`config.mk`:
```
export PLATFORM = sky130hd
export DESIGN_NAME = tdc_multi
export DESIGN_NICKNAME = d
export VERILOG_FILES = /design/src/rtl/tdc_multi.sv
export SDC_FILE = /design/constraint.sdc
export NUM_CORES = 1
export LEC_CHECK = 0
export CAP_MARGIN = 0
export CORE_MARGIN = 4
export CORE_UTILIZATION = 35
export CTS_BUF_LIST = sky130_fd_sc_hd__clkbuf_4
export CTS_CLUSTER_SIZE = 24
export DETAILED_ROUTE_END_ITERATION = 10
export DONT_BUFFER_PORTS = 1
export MAX_ROUTING_LAYER = met4
export SYNTH_ARGS = -nofsm -noshare
export SYNTH_HDL_FRONTEND = slang
export SYNTH_HIERARCHICAL = 1
export SYNTH_SLANG_ARGS = --single-unit
export TNS_END_PERCENT = 10
```
`constraint.sdc`:
```
create_clock -name clk -period 2.4 [get_ports clk]
set_input_delay 0.48 -clock clk [delete_from_list [all_inputs] [get_ports clk]]
set_output_delay 0.48 -clock clk [all_outputs]
set_load 0.005 [all_outputs]
```
`src/rtl/tdc_multi.sv`:
```
// Multi-channel time-to-digital converter: per-channel edge timestamp + pulse width, one shared readout register.
// Optional timeout (ends a measurement at MAX_TOT clocks) is compiled in with `define TDC_TIMEOUT_EN.

module tdc_channel #(
    parameter int TS_W  = 32,
    parameter int TOT_W = 32
`ifdef TDC_TIMEOUT_EN
    ,
    parameter int unsigned MAX_TOT = 125000
`endif
) (
    input  logic             clk,
    input  logic             reset,
    input  logic             trigger,
    input  logic             enable,
    input  logic [TS_W-1:0]  ts_now,
    input  logic             grant,
    output logic             busy,
    output logic             pending,
    output logic [TS_W-1:0]  ts,
    output logic [TOT_W-1:0] tot
);
    typedef enum logic [1:0] {IDLE, MEASURE, PENDING} state_t;

    state_t           state, state_nxt;
    logic             trig_q;
    logic [TS_W-1:0]  ts_q, ts_nxt;
    logic [TOT_W-1:0] tot_q, tot_nxt;
    logic             rise;

`ifdef TDC_TIMEOUT_EN
    localparam logic [TOT_W-1:0] TOT_LIMIT = TOT_W'(MAX_TOT);
`endif

    assign rise = trigger & ~trig_q;

    // trig_q keeps sampling through reset so a trigger held high across reset is not an edge
    always_ff @(posedge clk) begin
        trig_q <= trigger;
        if (reset) begin
            state <= IDLE;
            ts_q  <= '0;
            tot_q <= '0;
        end else begin
            state <= state_nxt;
            ts_q  <= ts_nxt;
            tot_q <= tot_nxt;
        end
    end

    always_comb begin
        state_nxt = state;
        ts_nxt    = ts_q;
        tot_nxt   = tot_q;
        case (state)
            IDLE: begin
                if (rise && enable) begin
                    state_nxt = MEASURE;
                    ts_nxt    = ts_now;
                    tot_nxt   = TOT_W'(1);
                end
            end
            MEASURE: begin
                if (!enable) begin
                    state_nxt = IDLE;
                end else if (!trigger) begin
                    state_nxt = PENDING;
                end else begin
                    if (tot_q != '1) tot_nxt = tot_q + 1'b1;
`ifdef TDC_TIMEOUT_EN
                    if (tot_nxt == TOT_LIMIT) state_nxt = PENDING;
`endif
                end
            end
            PENDING: begin
                if (grant) state_nxt = IDLE;
            end
            default: state_nxt = IDLE;
        endcase
    end

    assign busy    = (state == MEASURE) || (state == PENDING);
    assign pending = (state == PENDING);
    assign ts      = ts_q;
    assign tot     = tot_q;
endmodule

module tdc_multi #(
    parameter int          NCH     = 4,
    parameter int          TS_W    = 32,
    parameter int          TOT_W   = 32,
    parameter int unsigned MAX_TOT = 125000,
    localparam int         CH_W    = (NCH > 1) ? $clog2(NCH) : 1
) (
    input  logic             clk,
    input  logic             reset,
    input  logic [NCH-1:0]   i_trigger,
    input  logic [NCH-1:0]   i_enable_channel,
    input  logic             i_clear,
    output logic             o_hasEvent,
    output logic [NCH-1:0]   o_busy,
    output logic [CH_W-1:0]  o_channel_ID,
    output logic [TS_W-1:0]  o_timestamp,
    output logic [TOT_W-1:0] o_pulseWidth
);
    typedef struct packed {
        logic [CH_W-1:0]  id;
        logic [TS_W-1:0]  ts;
        logic [TOT_W-1:0] tot;
    } evt_t;

    logic [TS_W-1:0]             ts_cnt;
    logic [NCH-1:0]              ch_pending, grant;
    logic [NCH-1:0][TS_W-1:0]    ch_ts;
    logic [NCH-1:0][TOT_W-1:0]   ch_tot;
    logic                        has_event, sel_found;
    evt_t                        evt_q, evt_nxt;

    always_ff @(posedge clk) begin
        if (reset) ts_cnt <= '0;
        else       ts_cnt <= ts_cnt + 1'b1;
    end

    for (genvar n = 0; n < NCH; n++) begin : g_ch
        tdc_channel #(
            .TS_W   (TS_W),
            .TOT_W  (TOT_W)
`ifdef TDC_TIMEOUT_EN
            ,
            .MAX_TOT(MAX_TOT)
`endif
        ) u_ch (
            .clk    (clk),
            .reset  (reset),
            .trigger(i_trigger[n]),
            .enable (i_enable_channel[n]),
            .ts_now (ts_cnt),
            .grant  (grant[n]),
            .busy   (o_busy[n]),
            .pending(ch_pending[n]),
            .ts     (ch_ts[n]),
            .tot    (ch_tot[n])
        );
    end

    // Lowest-index pending channel wins, only while the output register is free
    always_comb begin
        sel_found = 1'b0;
        grant     = '0;
        evt_nxt   = '0;
        if (!has_event) begin
            for (int n = 0; n < NCH; n++) begin
                if (ch_pending[n] && !sel_found) begin
                    sel_found   = 1'b1;
                    grant[n]    = 1'b1;
                    evt_nxt.id  = CH_W'(n);
                    evt_nxt.ts  = ch_ts[n];
                    evt_nxt.tot = ch_tot[n];
                end
            end
        end
    end

    always_ff @(posedge clk) begin
        if (reset) begin
            has_event <= 1'b0;
            evt_q     <= '0;
        end else if (has_event) begin
            if (i_clear) has_event <= 1'b0;
        end else if (sel_found) begin
            has_event <= 1'b1;
            evt_q     <= evt_nxt;
        end
    end

    assign o_hasEvent   = has_event;
    assign o_channel_ID = evt_q.id;
    assign o_timestamp  = evt_q.ts;
    assign o_pulseWidth = evt_q.tot;
endmodule

```
==> impl_metrics.tcl, run 1 <==
set metrics [dict create \
    synth_edf_count 0 \
    synth_top_cells_by_area "dfxtp_1 42%, nand2_1 8.7%, a21oi_1 6.4%, a311oi_1 4.6%, o21ai_0 4.0%" \
    synth_top_area_share_pct 41.9 \
    period_needed_ns 2.37 \
    rsz0062_at_grt "yes" \
    drv_slew 0 \
    fin_nets 2494 \
    critPathLaunchType "flop" \
    hpwl_um 37900 \
    drc 0 \
    finalSetupViolations 0 \
    dp.cells 2855 \
    synthFlopType "dfxtp_1" \
    htreeDepth 3 \
    route.met2.wl_um 27300 \
    initial_core_util_pct 35.6 \
    arrival_ns 3.15 \
    grt_first_pass_wirelength_um 92400 \
    critPathMaxStageDelay_ns 0.59 \
    syn_to_final_growth_pct 26.0 \
    place.gp.congestion 0.957 \
    grt_pass1_vias 17300 \
    viasPerCell 5.70 \
    worst_ir_drop_vdd_mv 0.751 \
    clock_sinks 367 \
    syn_nets 2213 \
    ys_seq_area_share_pct 41.9 \
    worstSetupPathType "reg2reg" \
    met3_length_um 4850 \
    yosysWarnings 6 \
    drtPass1Iterations 5 \
    wl_met1_um 25200 \
    top_layer_used "met4" \
    drtIter0Drc 1830 \
    tightest_slew_ns 0.816 \
    post-route-period-util_pct 98.9 \
    core_region_area_um2 49300 \
    fin_skew_ns 0.0873 \
    synth_seq_cells 367 \
    die_area_um2 53800 \
    syn_avg_cell_area_um2 8.05 \
    drive_above_1_share_pct 16.7 \
    failed_checks "hold timing" \
    wl_per_cell_um 18.6 \
    clockRootBuffer "clkbuf_4" \
    p_leak_nw 7.64 \
    holdWs_ns -0.235 \
    syn_area_um2 17600 \
    worstPathCellList "inv_1 > ha_2 > nand4b_1 > buf_4 > buf_6 > nand2_1 > a21oi_1 > dlygate4sd3_1" \
    cp.required_ns 3.17 \
    cp-end-kind "flop" \
    yosysTopAreaCell "dfxtp_1" \
    ant_nets 0 \
    rr_worst_depth 8 \
    overflow 0 \
    async_flop_share_pct 0 \
    dieHeight_um 232 \
    io_buffers 0 \
    whs_path_depth 1 \
    final_design_area_no_fill_um2 22100 \
    cp_max_fo 19 \
    die_w_um 232 \
    cts_tree "yes" \
    powerDensity_nw_per_um2 814 \
    maxCapViolCount 0 \
    grt_start_max_net_pins 372 \
    dpl_cell_area_um2 19100 \
    grt_usage_pct 21.7 \
    hold_viol_final 72 \
    io_pins 82 \
    finish.utilization_pct 44.9 \
    antenna_found_initial 2 \
    rows 81 \
    cts_buffer_depth 3 \
    slowest_stage "dlygate4sd3_1" \
    max_slew_margin_pct 45.6 \
    insertion_delay_ns 0.86 \
    total_power_mw 18.0 \
    vias 18200 \
    setup-tns-final_ns 0 \
    finalNonFillerCells 3187 \
    synth_cells 2181 \
    ys_types 62 \
    hp-class "in2reg" \
    max_freq_mhz 421 \
    drt_wl_total_um 59300 \
    tritoncts.num_buffers 100 \
    path_clk_slew_ns 0.06 \
    status "finished, violations left" \
]
==> kinds of logic after synthesis <==
| family | share of synthesized area, % |
|---|---|
| adders and majority gates | 1.50 |
| DFF | 41.9 |
| AOI/OAI and AO/OA | 26.1 |
| buffers and inverters | 4.60 |
| and+or+nand+nor | 24.8 |
| muxes | 0.713 |
| xor gates and xnor gates | 0.499 |
==> worst max-delay path, delay by kind of cell, from the launching register on <==
family	cells	cell delay, ns
buffers and inverters	4	1.30
DFF	1	0.36
and+or+nand+nor	2	0.28
adders and majority gates	1	0.23
AOI/OAI and AO/OA	1	0.15
==> where the power goes <==
part	switching [mW]	total, mW	internal, mW
combinational	3.25	5.04	1.79
clock	2.65	5.50	2.85
sequential	0.707	7.46	6.76
==> placed cells by master (no fill, tap or decap), types with 9 or more instances in the layout <==
cell           count
a211oi_1          20
nor2b_1           10
ha_1              15
nor2_2            11
nor2_1           156
buf_4            162
nand4_1           57
nor3_1            12
clkinv_1          12
a311oi_1          92
dlygate4sd3_1    157
or4_1             24
or2_2              9
and4_1            10
nand3_1           84
a21oi_1          223
buf_12            10
o21ai_0          137
o31ai_1           25
and3_1            14
or3_1             22
inv_1             37
clkbuf_4         145
nand2_1          406
a221o_1           64
nand4b_1          12
a31oi_1           48
dfxtp_1          360
==> final cells by class <==
| type | count | area [um2] |
|---|---|---|
| fillers | 4918 | 27100 |
| multi-input cells | 1618 | 9540 |
| flip-flops and latches | 367 | 7360 |
| repair buffers | 333 | 3030 |
| clock buffers | 145 | 1090 |
| well taps | 664 | 831 |
| inverters | 42 | 158 |
| clock inverters | 16 | 111 |
| diodes | 2 | 5.00 |
==> synthesized netlist by cell type (12+ instances only) <==
master / instances
a21oi_1: 225
or4_1: 24
a221o_1: 64
ha_1: 21
nor3_1: 12
a311oi_1: 92
and3_1: 14
nand4b_1: 12
buf_2: 22
inv_1: 38
or3_1: 23
nand4_1: 57
nand2_1: 406
nand3_1: 87
o31ai_1: 25
a211oi_1: 20
clkbuf_1: 116
nor2_1: 161
dfxtp_1: 367
and4_1: 13
o21ai_0: 139
a31oi_1: 48
==> sequential cells by signal, indices dropped and copies added, names as in the netlist <==
signal / flops
g_ch.u_ch/state: 8
g_ch.u_ch/tot: 128
g_ch.u_ch/trig_q: 4
g_ch.u_ch/ts: 128
o_channel_ID: 2
o_hasEvent: 1
o_pulseWidth: 32
o_timestamp: 32
ts_cnt: 32
==> what timing repair did <==
item,in CTS,in global routing
setup endpoints to repair,0,92
hold buffers,118,39
gates resized for setup,0,40
buffers inserted,0,12
hold endpoints to repair,364,252
==> per-layer routing <==
layer / up-vias / track usage (%)
met5: - / -
met4: 0 / 8.44
met3: 130 / 6.11
met2: 655 / 33.6
met1: 8692 / 26.8
li1: 8702 / -
==> metrics by stage <==
stage	setup WS, ns	hold WS (ns)
2_1_floorplan	0.0465	0.433
3_3_place_gp	0.141	0.437
3_5_place_dp	0.115	0.443
4_1_cts	0.0137	-0.328
5_1_grt	-0.0594	-0.389
6_report	0.0265	-0.235
==> worst paths after layout <==
| path | start | end | slack, ns |
|---|---|---|---|
| worst min-delay path | reset | g_ch[1].u_ch/tot[6]$_SDFFE_PP0P_ | -0.24 |
| worst min register to register | g_ch[3].u_ch/ts[10]$_SDFFE_PP0P_ | o_timestamp[10]$_SDFFE_PP0P_ | 0.43 |
| worst max-delay path | g_ch[0].u_ch/state[0]$_SDFFE_PP0P_ | g_ch[0].u_ch/ts[6]$_SDFFE_PP0P_ | 0.03 |
| worst max register to register | g_ch[0].u_ch/state[0]$_SDFFE_PP0P_ | g_ch[0].u_ch/ts[6]$_SDFFE_PP0P_ | 0.03 |
Power figures use the tool's default switching activity.
==> inputs of run 2 (changes only) <==
--- a/config.mk
+++ b/config.mk
@@ -5,6 +5,7 @@
 export SDC_FILE = /design/constraint.sdc
 export NUM_CORES = 1
 export LEC_CHECK = 0
+export ABC_AREA = 0
 export CAP_MARGIN = 0
 export CORE_MARGIN = 4
 export CORE_UTILIZATION = 35
==> results of run 2 <==
The final DEF is identical to that of run 1; final timing and power are the same.
